===== src/rtl/receptor_pkg.sv =====
// Shared definitions for the receptor receive path.
//   NUM_LANES   : number of physical lanes striped per word (4).
//   DK_*        : control_dk classification codes. They match the transmit mux's encoding.
//   rx_state_e  : classifier FSM states.
package receptor_pkg;

  localparam int unsigned NUM_LANES = 4;

  localparam int unsigned DK_DATA = 0;
  localparam int unsigned DK_COM  = 1;
  localparam int unsigned DK_SKP  = 2;
  localparam int unsigned DK_STP  = 3;
  localparam int unsigned DK_SDP  = 4;
  localparam int unsigned DK_END  = 5;
  localparam int unsigned DK_EDB  = 6;
  localparam int unsigned DK_FTS  = 7;
  localparam int unsigned DK_IDLE = 8;

  typedef enum logic [1:0] {
    StUnaligned,
    StAligned,
    StInPkt
  } rx_state_e;

endpackage


===== src/rtl/receptor_byte_unstriping.sv =====
// Lane word holding register and byte drain.
// A captured word is drained one byte per enabled clock, lane 0 first. A word that arrives
// while bytes are still pending replaces them and raises a one-cycle overrun pulse.
// A word that arrives on the same edge as the last byte drains is back-to-back, not overrun.
//   clk_i, rst_ni  : clock, asynchronous active-low reset
//   enb_i          : enable; low freezes all state, overrun_o goes 0 on the next edge
//   lanes_i        : lane k byte in slice [k]
//   lanes_valid_i  : strobe, lanes_i holds a new word
//   byte_o         : byte currently at the head of the buffer
//   byte_valid_o   : buffer holds an undrained byte
//   overrun_o      : registered pulse, pending bytes were dropped
module receptor_byte_unstriping
  import receptor_pkg::*;
#(
  parameter int unsigned DATA_W = 8
) (
  input  logic                                clk_i,
  input  logic                                rst_ni,
  input  logic                                enb_i,
  input  logic [NUM_LANES-1:0][DATA_W-1:0]    lanes_i,
  input  logic                                lanes_valid_i,
  output logic [DATA_W-1:0]                   byte_o,
  output logic                                byte_valid_o,
  output logic                                overrun_o
);

  logic [NUM_LANES-1:0][DATA_W-1:0] hold_q, hold_d;
  logic [1:0]                       cnt_q, cnt_d;
  logic                             full_q, full_d;
  logic                             overrun_q, overrun_d;
  logic                             last;

  assign last = (cnt_q == 2'(NUM_LANES - 1));

  always_comb begin
    hold_d    = hold_q;
    cnt_d     = cnt_q;
    full_d    = full_q;
    overrun_d = 1'b0;
    if (enb_i) begin
      if (lanes_valid_i) begin
        hold_d    = lanes_i;
        cnt_d     = '0;
        full_d    = 1'b1;
        // The last byte leaves on this same edge, so only earlier slots count as lost.
        overrun_d = full_q && !last;
      end else if (full_q) begin
        cnt_d = cnt_q + 2'd1;
        if (last) begin
          full_d = 1'b0;
        end
      end
    end
  end

  always_ff @(posedge clk_i or negedge rst_ni) begin
    if (!rst_ni) begin
      hold_q    <= '0;
      cnt_q     <= '0;
      full_q    <= 1'b0;
      overrun_q <= 1'b0;
    end else begin
      hold_q    <= hold_d;
      cnt_q     <= cnt_d;
      full_q    <= full_d;
      overrun_q <= overrun_d;
    end
  end

  assign byte_o       = hold_q[cnt_q];
  assign byte_valid_o = full_q;
  assign overrun_o    = overrun_q;

endmodule


===== src/rtl/receptor.sv =====
// 4-lane receive path. Un-stripes lane words into a byte stream, then aligns on COM and
// classifies each byte (control_dk) while tracking STP/SDP ... END/EDB packet framing.
// Optional build macro: RX_SKP_PASS_EN forwards SKP outside packets (dk=2) rather than
// dropping it.
//   clk, rst           : clock, asynchronous active-low reset
//   enb                : enable; low freezes state, rx_ValidS and pulses read 0
//   rx_lane0..3        : lane bytes, rx_lanes_valid strobes a new word
//   com .. idle        : control symbol codes (quasi-static)
//   rx_DataS/ValidS    : un-striped byte and its valid
//   rx_control_dk      : classification of rx_DataS
//   rx_aligned         : COM has been seen since reset
//   rx_pkt_start/end/bad, rx_overrun : one-cycle pulses
module receptor
  import receptor_pkg::*;
#(
  parameter int unsigned DATA_W = 8,
  parameter int unsigned CTRL_W = 4
) (
  input  logic              clk,
  input  logic              rst,
  input  logic              enb,
  input  logic [DATA_W-1:0] rx_lane0,
  input  logic [DATA_W-1:0] rx_lane1,
  input  logic [DATA_W-1:0] rx_lane2,
  input  logic [DATA_W-1:0] rx_lane3,
  input  logic              rx_lanes_valid,
  input  logic [DATA_W-1:0] com,
  input  logic [DATA_W-1:0] skp,
  input  logic [DATA_W-1:0] stp,
  input  logic [DATA_W-1:0] sdp,
  input  logic [DATA_W-1:0] end_ok,
  input  logic [DATA_W-1:0] edb,
  input  logic [DATA_W-1:0] fts,
  input  logic [DATA_W-1:0] idle,
  output logic [DATA_W-1:0] rx_DataS,
  output logic              rx_ValidS,
  output logic [CTRL_W-1:0] rx_control_dk,
  output logic              rx_aligned,
  output logic              rx_pkt_start,
  output logic              rx_pkt_end,
  output logic              rx_pkt_bad,
  output logic              rx_overrun
);

  logic [NUM_LANES-1:0][DATA_W-1:0] lanes;
  logic [DATA_W-1:0]                in_byte;
  logic                             in_valid;
  logic [CTRL_W-1:0]                code_dk;

  rx_state_e         state_q, state_d;
  logic [DATA_W-1:0] data_q, data_d;
  logic [CTRL_W-1:0] dk_q, dk_d;
  logic              valid_q, valid_d;
  logic              start_q, start_d;
  logic              end_q, end_d;
  logic              bad_q, bad_d;

  assign lanes = {rx_lane3, rx_lane2, rx_lane1, rx_lane0};

  receptor_byte_unstriping #(
    .DATA_W (DATA_W)
  ) u_unstripe (
    .clk_i         (clk),
    .rst_ni        (rst),
    .enb_i         (enb),
    .lanes_i       (lanes),
    .lanes_valid_i (rx_lanes_valid),
    .byte_o        (in_byte),
    .byte_valid_o  (in_valid),
    .overrun_o     (rx_overrun)
  );

  // Full-table lookup; priority order makes the lower dk win when codes collide.
  always_comb begin
    code_dk = CTRL_W'(DK_DATA);
    if      (in_byte == com)    code_dk = CTRL_W'(DK_COM);
    else if (in_byte == skp)    code_dk = CTRL_W'(DK_SKP);
    else if (in_byte == stp)    code_dk = CTRL_W'(DK_STP);
    else if (in_byte == sdp)    code_dk = CTRL_W'(DK_SDP);
    else if (in_byte == end_ok) code_dk = CTRL_W'(DK_END);
    else if (in_byte == edb)    code_dk = CTRL_W'(DK_EDB);
    else if (in_byte == fts)    code_dk = CTRL_W'(DK_FTS);
    else if (in_byte == idle)   code_dk = CTRL_W'(DK_IDLE);
  end

  always_comb begin
    state_d = state_q;
    data_d  = data_q;
    dk_d    = dk_q;
    valid_d = 1'b0;
    start_d = 1'b0;
    end_d   = 1'b0;
    bad_d   = 1'b0;
    if (enb && in_valid) begin
      case (state_q)
        StUnaligned: begin
          if (in_byte == com) begin
            state_d = StAligned;
            valid_d = 1'b1;
            data_d  = in_byte;
            dk_d    = CTRL_W'(DK_COM);
          end
        end
        StAligned: begin
          if (code_dk == CTRL_W'(DK_SKP)) begin
`ifdef RX_SKP_PASS_EN
            valid_d = 1'b1;
            data_d  = in_byte;
            dk_d    = code_dk;
`endif
          end else begin
            valid_d = 1'b1;
            data_d  = in_byte;
            dk_d    = code_dk;
            if (code_dk == CTRL_W'(DK_STP) || code_dk == CTRL_W'(DK_SDP)) begin
              state_d = StInPkt;
              start_d = 1'b1;
            end
          end
        end
        StInPkt: begin
          // Inside a packet only the terminators are control symbols.
          valid_d = 1'b1;
          data_d  = in_byte;
          dk_d    = CTRL_W'(DK_DATA);
          if (in_byte == end_ok) begin
            state_d = StAligned;
            dk_d    = CTRL_W'(DK_END);
            end_d   = 1'b1;
          end else if (in_byte == edb) begin
            state_d = StAligned;
            dk_d    = CTRL_W'(DK_EDB);
            end_d   = 1'b1;
            bad_d   = 1'b1;
          end
        end
        default: state_d = StUnaligned;
      endcase
    end
  end

  always_ff @(posedge clk or negedge rst) begin
    if (!rst) begin
      state_q <= StUnaligned;
      data_q  <= '0;
      dk_q    <= '0;
      valid_q <= 1'b0;
      start_q <= 1'b0;
      end_q   <= 1'b0;
      bad_q   <= 1'b0;
    end else begin
      state_q <= state_d;
      data_q  <= data_d;
      dk_q    <= dk_d;
      valid_q <= valid_d;
      start_q <= start_d;
      end_q   <= end_d;
      bad_q   <= bad_d;
    end
  end

  assign rx_DataS      = data_q;
  assign rx_control_dk = dk_q;
  assign rx_ValidS     = valid_q;
  assign rx_pkt_start  = start_q;
  assign rx_pkt_end    = end_q;
  assign rx_pkt_bad    = bad_q;
  assign rx_aligned    = (state_q != StUnaligned);

endmodule

===== config.mk =====
export PLATFORM = sky130hd
export DESIGN_NAME = receptor
export DESIGN_NICKNAME = d
export VERILOG_FILES = /design/src/rtl/receptor_pkg.sv /design/src/rtl/receptor_byte_unstriping.sv /design/src/rtl/receptor.sv
export SDC_FILE = /design/constraint.sdc
export NUM_CORES = 1
export LEC_CHECK = 0
export CAP_MARGIN = 5
export CORE_UTILIZATION = 45
export CTS_CLUSTER_DIAMETER = 40
export DETAILED_ROUTE_END_ITERATION = 16
export PLACE_DENSITY = 0.8
export SLEW_MARGIN = 20
export SYNTH_ARGS = -nofsm -noshare
export SYNTH_HDL_FRONTEND = slang
export SYNTH_SLANG_ARGS = --single-unit
export TNS_END_PERCENT = 20

===== constraint.sdc =====
create_clock -name clk -period 4.85 [get_ports clk]
set_input_delay 0.97 -clock clk [delete_from_list [all_inputs] [get_ports clk]]
set_output_delay 0.97 -clock clk [all_outputs]
set_load 0.05 [all_outputs]

Word level (Yosys, flattened, before mapping)
Cells that the tools add are included.
{"block": "classes", "addsub": 1, "n_lt_le_gt_ge": 1, "n_eq_ne": 18, "mux": 46, "reduce_logical": 12}
{"operator": "== test 8 bit", "count": 8}
{"operator": "2-to-1 mux 4 bit", "count": 10}
{"operator": "2-to-1 mux 8 bit", "count": 3}
{"operator": "case mux 8 bit (3 select lines)", "count": 1}
{"operator": "2-to-1 mux 1 bit", "count": 19}
{"operator": "binary-select mux 8 bit (select 2 bit)", "count": 1}
{"operator": "2-to-1 mux 2 bit", "count": 7}
{"operator": "case mux 4 bit (3 select lines)", "count": 1}
{"operator": "== test 4 x 2 -> 1 bit (second input constant)", "count": 2}
{"operator": "2-to-1 mux 3 bit", "count": 2}
{"operator": "inequality test 2 bit (second input constant)", "count": 3}
{"operator": "case mux 2 bit (3 select lines)", "count": 1}
{"operator": "AND reduction 5 bit", "count": 1}
{"operator": "== test 2 bit (second input constant)", "count": 2}
{"operator": "== test 4 x 3 -> 1 bit (second input constant)", "count": 1}
{"operator": "AND reduction 2 bit", "count": 2}
{"operator": "AND reduction 4 bit", "count": 1}
{"operator": "nonzero test 2 bit", "count": 2}
{"operator": "less-than comparator 2 x 3 -> 1 bit (second input constant)", "count": 1}
{"operator": "inequality test 3 bit (second input constant)", "count": 1}
{"operator": "case mux 1 bit (3 select lines)", "count": 1}
{"operator": "nonzero test 3 bit", "count": 1}
{"operator": "adder 2 x 1 -> 2 bit (second input constant)", "count": 1}
{"operator": "== test 2 x 1 -> 1 bit (second input constant)", "count": 1}
{"operator": "other kinds (4)", "count": 5}
{"block": "word_totals", "regBits": 54}

Logic depth before layout (Yosys ltp)
Gate-level depths: netlist of run 1.
{"block": "depth", "word_depth": 17, "depth_mapped": 10, "mapped_depth_nobuf": 7}

By module
Synthesis of run 1 repeated with hierarchy kept, for this count alone.
{"block": "hier_totals", "cells_unflattened": 271, "area_unflattened_um2": 3428.3}
{"mod": "receptor", "instances": 1, "cells_per_inst": 180, "area_per_inst_um2": 1757.9, "seq_area_each_um2": 450.4}
{"mod": "receptor_byte_unstriping", "instances": 1, "cells_per_inst": 91, "area_per_inst_um2": 1670.4, "seq_area_each_um2": 900.9}

Worst setup path before layout of run 1
Ideal clock, no wire load.
{"block": "synth_path", "path_kind": "register to register", "from": "register u_unstripe.cnt_q[0]", "to": "register data_q[0] (netlist: rx_DataS[0])", "t_arrival_ps": 2479, "required_time_ps": 4722, "slack_ps": 2244, "path_stages_with_launch": 10, "n_path_buf": 3, "synth_period_minus_slack_ps": 2606, "path_cell_list": "dfrtp_1 > buf_6 > mux4_2 > buf_6 > xor2_2 > nor4_4 > nand2_2 > o211ai_4 > buf_6 > mux2_1"}
{"block": "synth_between", "elab_chain_len": 14}
{"item": "from (decl)", "line_no": "receptor_byte_unstriping.sv:28", "source": "logic [1:0] cnt_q, cnt_d;"}
{"item": "from (signal assigned)", "line_no": "receptor_byte_unstriping.sv:64", "source": "cnt_q <= cnt_d;"}
{"item": "binary-select mux 8 bit (select 2 bit) *", "line_no": "receptor_byte_unstriping.sv:70", "source": "assign byte_o = hold_q[cnt_q];"}
{"item": "2-to-1 mux 8 bit (not written as such) *", "line_no": "receptor_byte_unstriping.sv:70"}
{"item": "== test 8 bit", "line_no": "receptor.sv:83", "source": "else if (in_byte == idle) code_dk = CTRL_W'(DK_IDLE);"}
{"item": "2-to-1 mux 4 bit", "line_no": "receptor.sv:83"}
{"item": "2-to-1 mux 4 bit", "line_no": "receptor.sv:82", "source": "else if (in_byte == fts) code_dk = CTRL_W'(DK_FTS);"}
{"item": "2-to-1 mux 4 bit", "line_no": "receptor.sv:81", "source": "else if (in_byte == edb) code_dk = CTRL_W'(DK_EDB);"}
{"item": "2-to-1 mux 4 bit", "line_no": "receptor.sv:80", "source": "else if (in_byte == end_ok) code_dk = CTRL_W'(DK_END);"}
{"item": "2-to-1 mux 4 bit", "line_no": "receptor.sv:79", "source": "else if (in_byte == sdp) code_dk = CTRL_W'(DK_SDP);"}
{"item": "2-to-1 mux 4 bit", "line_no": "receptor.sv:78", "source": "else if (in_byte == stp) code_dk = CTRL_W'(DK_STP);"}
{"item": "2-to-1 mux 4 bit", "line_no": "receptor.sv:77", "source": "else if (in_byte == skp) code_dk = CTRL_W'(DK_SKP);"}
{"item": "2-to-1 mux 4 bit", "line_no": "receptor.sv:76", "source": "if (in_byte == com) code_dk = CTRL_W'(DK_COM);"}
{"item": "== test 4 x 2 -> 1 bit", "line_no": "receptor.sv:105", "source": "if (code_dk == CTRL_W'(DK_SKP)) begin"}
{"item": "inequality test 2 bit (no line)"}
{"item": "AND reduction 4 bit (no line)"}
{"item": "to (signal assigned)", "line_no": "receptor.sv:153", "source": "data_q <= data_d;"}
{"item": "to (decl)", "line_no": "receptor.sv:51", "source": "logic [DATA_W-1:0] data_q, data_d;"}
Mark *: on every way between the ends. The rest lies on a longest branch, timed or not. The select of a mux whose other input is x is not followed.
A chain may end at the register's enable or synchronous reset.

Worst setup path after layout of run 1
{"block": "layout_path", "from": "register u_unstripe.cnt_q[0]", "to": "register data_q[1] (netlist: rx_DataS[1])"}
Same word-level chain as after synthesis.

==> flow_summary.ini, run 1 <==
[sta]
setup_viol = 0
finalHoldViolations = 0
final-max-slew-violation-count = 0
worst_slack_ns = 1.71
tns_ns = 0
timing.slew.headroom_pct = 55.6
rsz0062_at_grt = false
period_share_pct = 64.7
hold_slack_ns = 0.506
worstMarginPinSlew_ns = 0.667
max_freq_mhz = 318
clock_skew_ns = 0.0150
fin_crit_ns = 3.14

[yosys]
synth_top_area_cell = dfrtp_1
synth_edf_count = 0
yosysMostFrequentCell = xnor2_1
synth_nets = 377
synth_area_leaders = dfrtp_1, xnor2_1, mux2_2, mux4_2, nand4_1
yosysWarnings = 0
ys_seq_area_share_pct = 40.8
ys.flop_type = dfrtp_1
ys_types = 46
synth_top_area_share_pct = 40.8
ys_ff_latch = 54
syn_inst = 271
syn_avg_cell_area_sq_um = 12.2
netlist_top_cells_count = xnor2_1, dfrtp_1, mux2_2, nand4_1, nand2_1
async_flop_share_pct = 100
synth_area_sq_um = 3310

[global_routing]
antenna_found_initial = 0
grt_max_degree = 55
gr-total-overflow = 0
grt_pass1_wl_mm = 12.9
track_usage_pct = 22.4
grt_pass1_vias = 2645

[critical_path]
cp_max_fo = 15
crit_path_start_kind = flip-flop
cpMaxStageDelayCell = mux4_2
r2r_slack_ns = 1.71
worstSetupPathType = flip-flop to flip-flop
required_ns = 5.05
end_kind = flip-flop
r2r_start = u_unstripe.cnt_q[0]
rr_endpoint = rx_DataS[1]
cpPeakStageDelay_ns = 0.76
critPathArrivalTime_ns = 3.34
reg2reg_depth = 6
crit_chain = mux4_2, xor2_2, nor4_4, nand2_2, o211ai_4, mux2_2

[clock_network]
cts_buffers = 5
cts_tree = done
cts_resized = 0
root_buffer = clkbuf_8
postCtsSetupRepairBufs = 0
clk_latency_ns = 0.32
cts_buffer_depth = 2
cts_htree_levels = 2
clk_pin_slew_ns = 0.10
cts_hold_buf = 0
cts.sinks = 54

[die]
io_pins = 118
start_util_pct = 47.7
core.rowCount = 30
die_w_microns = 87.8
fp.coreArea_sq_um = 6940
die_height_microns = 87.8
die-area_sq_um = 7710

[hold_path]
hp-start = rx_control_dk[3]
min_to = rx_control_dk[3]
hold_path_class = flip-flop to flip-flop
holdPathStages = 1

[placed_design]
pre_cts_ws_ns = 1.67
dp.cells = 472
port_buffers = 117
place_congestion = 0.945
hpwlAfterDp_mm = 6.51
place_area_sq_um = 4510

[pwr]
swShare_pct = 43.7
pwr-share-seq_pct = 28.6
cellPowerDensity_nw_per_um2 = 502
leakagePower_nw = 1.78
clock_power_share_pct = 11.5
ir_drop_mv = 0.211
p_int_mw = 1.30
power.total_mw = 2.31
switchingPower_mw = 1.01
pwr-share-comb_pct = 59.9

[layout]
layout.nets = 489
layout.cells.non_filler = 480
final_util_pct = 66.3
layout-drive-gt1-share_pct = 18.2
diodes = 0
final_cell_area_sq_um = 4600
area_delta_synth_final_pct = 38.9

[run]
maxCapViolations = 0

[drt]
antenna_left = 0
via_per_inst = 5.21
totalWireLength_mm = 8.32
post_drt_wl_per_cell_microns = 17.3
drt_iter0_drc = 82
first_pass_iters = 4
drc_errors = 0
vias = 2502

[run_status]
status = completed
[power groups by stage]
stage	clock network [mW]	logic, mW	registers, mW
global placement	0	1.36	0.666
detailed placement	0	1.39	0.670
CTS	0.275	1.40	0.662
global route	0.292	1.48	0.675
floorplan	0	0.963	0.781
finish	0.266	1.39	0.660
[routing by layer]
layer	GRT usage, %	share of wire (%)
met1	27.9	42
met2	38.8	48
met4	7.30	1.9
met5	0	0
met3	4.90	8.1
[cells by family (layout without fill, tap and decap cells)]
| family | after synthesis | in the layout | synth area share [%] |
|---|---|---|---|
| muxes | 51 | 51 | 20.4 |
| and+or+nand+nor | 53 | 53 | 9.37 |
| AOI/OAI and AO/OA | 22 | 22 | 5.70 |
| xor gates and xnor gates | 65 | 65 | 17.6 |
| buffers and inverters | 20 | 133 | 3.89 |
| DFF | 54 | 54 | 40.8 |
| adders and majority gates | 6 | 6 | 2.27 |
[how the worst max path moves through the flow]
stage,end,start,cells past startpoint,slack [ns]
5_1_grt,state_q[1],u_unstripe.cnt_q[0],7,1.46
2_1_floorplan,rx_DataS[0],u_unstripe.cnt_q[0],9,2.24
6_report,rx_DataS[1],u_unstripe.cnt_q[0],6,1.71
4_1_cts,rx_control_dk[3],u_unstripe.cnt_q[0],7,1.65
3_3_place_gp,rx_DataS[3],u_unstripe.cnt_q[0],6,1.73
3_5_place_dp,rx_control_dk[3],u_unstripe.cnt_q[0],7,1.67
[registers in the layout, summed over array words and instances (netlist names), 2 cells and up]
name	flops
u_unstripe.cnt_q	2
rx_control_dk	4
state_q	2
rx_DataS	8
u_unstripe.hold_q	32
[layout by cell type, fill, tap and decap left out, types with 2 or more instances in the layout]
cell	n
clkdlybuf4s50_1	116
xnor2_1	56
dfrtp_1	54
mux2_2	36
nand4_1	13
nand2_1	11
nor2_1	10
mux4_2	8
xor2_1	7
inv_1	6
ha_1	6
clkbuf_8	5
or2_2	3
nor3_1	3
o21ai_0	3
a211oi_1	3
mux2_1	3
mux2_4	3
inv_6	3
nor3b_1	2
and2_1	2
xor2_2	2
nor4_4	2
nor4_1	2
o311ai_0	2
a221oi_1	2
buf_4	2
[worst max-delay path, delay by kind of cell, from the launching register on]
family           cells  cell delay, ns
multiplexers         2            1.16
AND/OR/NAND/NOR      2            0.45
flip-flops           1            0.69
XOR/XNOR             1            0.22
AO/OA/AOI/OAI        1            0.50
[final cells by class]
class	count	area, sq um
multi-input cells	197	1830
flip-flops and latches	54	1350
clock inverters	3	26.3
fillers	528	2340
clock buffers	5	68.8
repair buffers	119	1180
well taps	96	120
inverters	6	22.5
No activity file was read; power rests on OpenSTA's default activity.
==> inputs of run 2 (changes only) <==
--- a/config.mk
+++ b/config.mk
@@ -6,10 +6,10 @@
 export NUM_CORES = 1
 export LEC_CHECK = 0
 export CAP_MARGIN = 5
-export CORE_UTILIZATION = 45
+export CORE_UTILIZATION = 41
 export CTS_CLUSTER_DIAMETER = 40
 export DETAILED_ROUTE_END_ITERATION = 16
-export PLACE_DENSITY = 0.8
+export PLACE_DENSITY = 0.77
 export SLEW_MARGIN = 20
 export SYNTH_ARGS = -nofsm -noshare
 export SYNTH_HDL_FRONTEND = slang
==> constraint.sdc (replaced) <==
create_clock -name clk -period 2.8 [get_ports clk]
set_input_delay 0.56 -clock clk [delete_from_list [all_inputs] [get_ports clk]]
set_output_delay 0.56 -clock clk [all_outputs]
set_load 0.05 [all_outputs]
==> flow_summary.ini, run 2 (synthesis gave the netlist of run 1 again) <==
[run_status]
status = finished with violations
failed_checks = negative setup slack

[drt]
via_per_inst = 5.15
totalWireLength_mm = 9.12
drc_errors = 0
first_pass_iters = 4
antenna_left = 0
drt_iter0_drc = 90
post_drt_wl_per_cell_microns = 17.6
vias = 2664

[pwr]
power.total_mw = 4.54
ir_drop_mv = 0.509
pwr-share-comb_pct = 65.5
cellPowerDensity_nw_per_um2 = 912
leakagePower_nw = 1.97
p_int_mw = 2.63
swShare_pct = 42.0
switchingPower_mw = 1.90
clock_power_share_pct = 9.6
pwr-share-seq_pct = 24.9

[clock_network]
clk_latency_ns = 0.32
clk_pin_slew_ns = 0.10
cts_buffer_depth = 2
cts_buffers = 5
cts_htree_levels = 2
cts_tree = done
root_buffer = clkbuf_8
cts.sinks = 54
cts_hold_buf = 0

[sta]
worstMarginPinSlew_ns = 0.805
clock_skew_ns = 0.0167
rsz0062_at_grt = true
timing.slew.headroom_pct = 46.3
finalHoldViolations = 0
setup_viol = 2
tns_ns = -0.0311
worst_slack_ns = -0.0182
period_share_pct = 101
max_freq_mhz = 355
final-max-slew-violation-count = 0
fin_crit_ns = 2.82

[critical_path]
reg2reg_depth = 10
critPathArrivalTime_ns = 3.03
cpMaxStageDelayCell = mux4_2
worstSetupPathType = flip-flop to flip-flop
crit_path_start_kind = flip-flop
critical_path_depth = 10
r2r_slack_ns = -0.02
required_ns = 3.01
rr_endpoint = state_q[1]
cp_max_fo = 6
r2r_start = u_unstripe.cnt_q[0]
crit_start = u_unstripe.cnt_q[0]
critPathTopFamily = multiplexers
end_kind = flip-flop
cpPeakStageDelay_ns = 0.59
crit_top_cell = buf_4
critPathBufInv = 3
crit_chain = clkbuf_16, mux4_2, buf_4, xnor2_1, nand4_1, buf_4, or2_4, o211ai_1, a221oi_2, mux2_1
crit_path_end = state_q[1]

[layout]
regArea_sq_um = 1350
layout.nets = 520
layout-drive-gt1-share_pct = 26.3
regMostFlops = u_unstripe.hold_q
area_delta_synth_final_pct = 50.2
final_util_pct = 64.1
final_cell_area_sq_um = 4980
final_common_cell = clkdlybuf4s50_1
diodes = 0
layout.cells.non_filler = 517
largest_reg_flops = 32
nFillCells = 626
layout_common_cells = clkdlybuf4s50_1, xnor2_1, dfrtp_1, mux2_2, buf_4
multi_input_area_sq_um = 1910

[global_routing]
grt_max_degree = 36
grt_pass1_wl_mm = 14.0
gr-total-overflow = 0
antenna_found_initial = 0
track_usage_pct = 21.7
grt_pass1_vias = 2678

[die]
start_util_pct = 42.7
die_height_microns = 91.9
fp.coreArea_sq_um = 7770
core.rowCount = 32
die-area_sq_um = 8440
io_pins = 118
die_w_microns = 91.9

[placed_design]
hpwlAfterDp_mm = 6.92
place_area_sq_um = 4650
dp.cells = 492
place_congestion = 1.00
port_buffers = 117

[hold_path]
hold_path_class = input pin to asynchronous set/reset pin

[run]
maxCapViolations = 0
## run 2: changes by cell type in the layout (fill, tap and decap cells not counted), sizes merged
cell	previous run	this run
inv	9	6
buf	3	32
clkbuf	5	7
clkinv	0	2
o211ai	2	3
## run 2: what timing repair did
item,4_1_cts,5_1_grt
hold endpoints to repair,0,0
setup endpoints to repair,10,14
pin swaps,2,10
buffers inserted,0,15
resized for setup,2,17
gates cloned,0,2
## run 2: area by class of cell
type                       instances  area share [%]
inverter                           6           0.452
clock inverter                     2           0.277
sequential                        54            27.2
multi-input combinational        198            38.4
clock buffer                       6            1.46
timing repair buffer             149            29.7
tap                              102            2.56
## run 2: worst min-delay path by stage
stage	from	to	depth (start not counted)
global placement	u_unstripe.hold_q[29]	u_unstripe.hold_q[29]	1
detailed placement	u_unstripe.hold_q[29]	u_unstripe.hold_q[29]	1
finish	rst	rx_control_dk[0]	1
CTS	rst	u_unstripe.byte_valid_o	1
floorplan	rst	rx_DataS[0]	0
global route	rst	rx_DataS[5]	1
## run 2: per-stage QoR
step           worst slack [ns]  hold WS (ns)
2_1_floorplan             0.194         0.264
3_3_place_gp           -0.00130         0.484
3_5_place_dp            -0.0784         0.492
4_1_cts                 -0.0222         0.340
5_1_grt                  -0.126         0.380
6_report                -0.0182         0.326
## run 2: power groups by stage
stage | combinational, mW | clock (mW) | sequential [mW]
after detailed placement | 2.64 | 0 | 1.14
final | 2.97 | 0.434 | 1.13
after floorplan | 1.67 | 0 | 1.35
after CTS | 2.66 | 0.444 | 1.12
after global routing | 3.17 | 0.474 | 1.16
after global placement | 2.60 | 0 | 1.13
## run 2: layer usage
metal	wire [microns]	global-route usage (%)
met1	4070	29.6
met3	658	4.48
met5	0	0
met2	4340	35.9
met4	61	4.56
==> inputs of run 3 (changes only) <==
--- a/config.mk
+++ b/config.mk
@@ -10,7 +10,7 @@
 export CTS_CLUSTER_DIAMETER = 40
 export DETAILED_ROUTE_END_ITERATION = 16
 export PLACE_DENSITY = 0.77
-export SLEW_MARGIN = 20
+export SLEW_MARGIN = 10
 export SYNTH_ARGS = -nofsm -noshare
 export SYNTH_HDL_FRONTEND = slang
 export SYNTH_SLANG_ARGS = --single-unit
==> results of run 3 <==
Same layout as run 2: the final DEF is identical, and so are final timing and power.
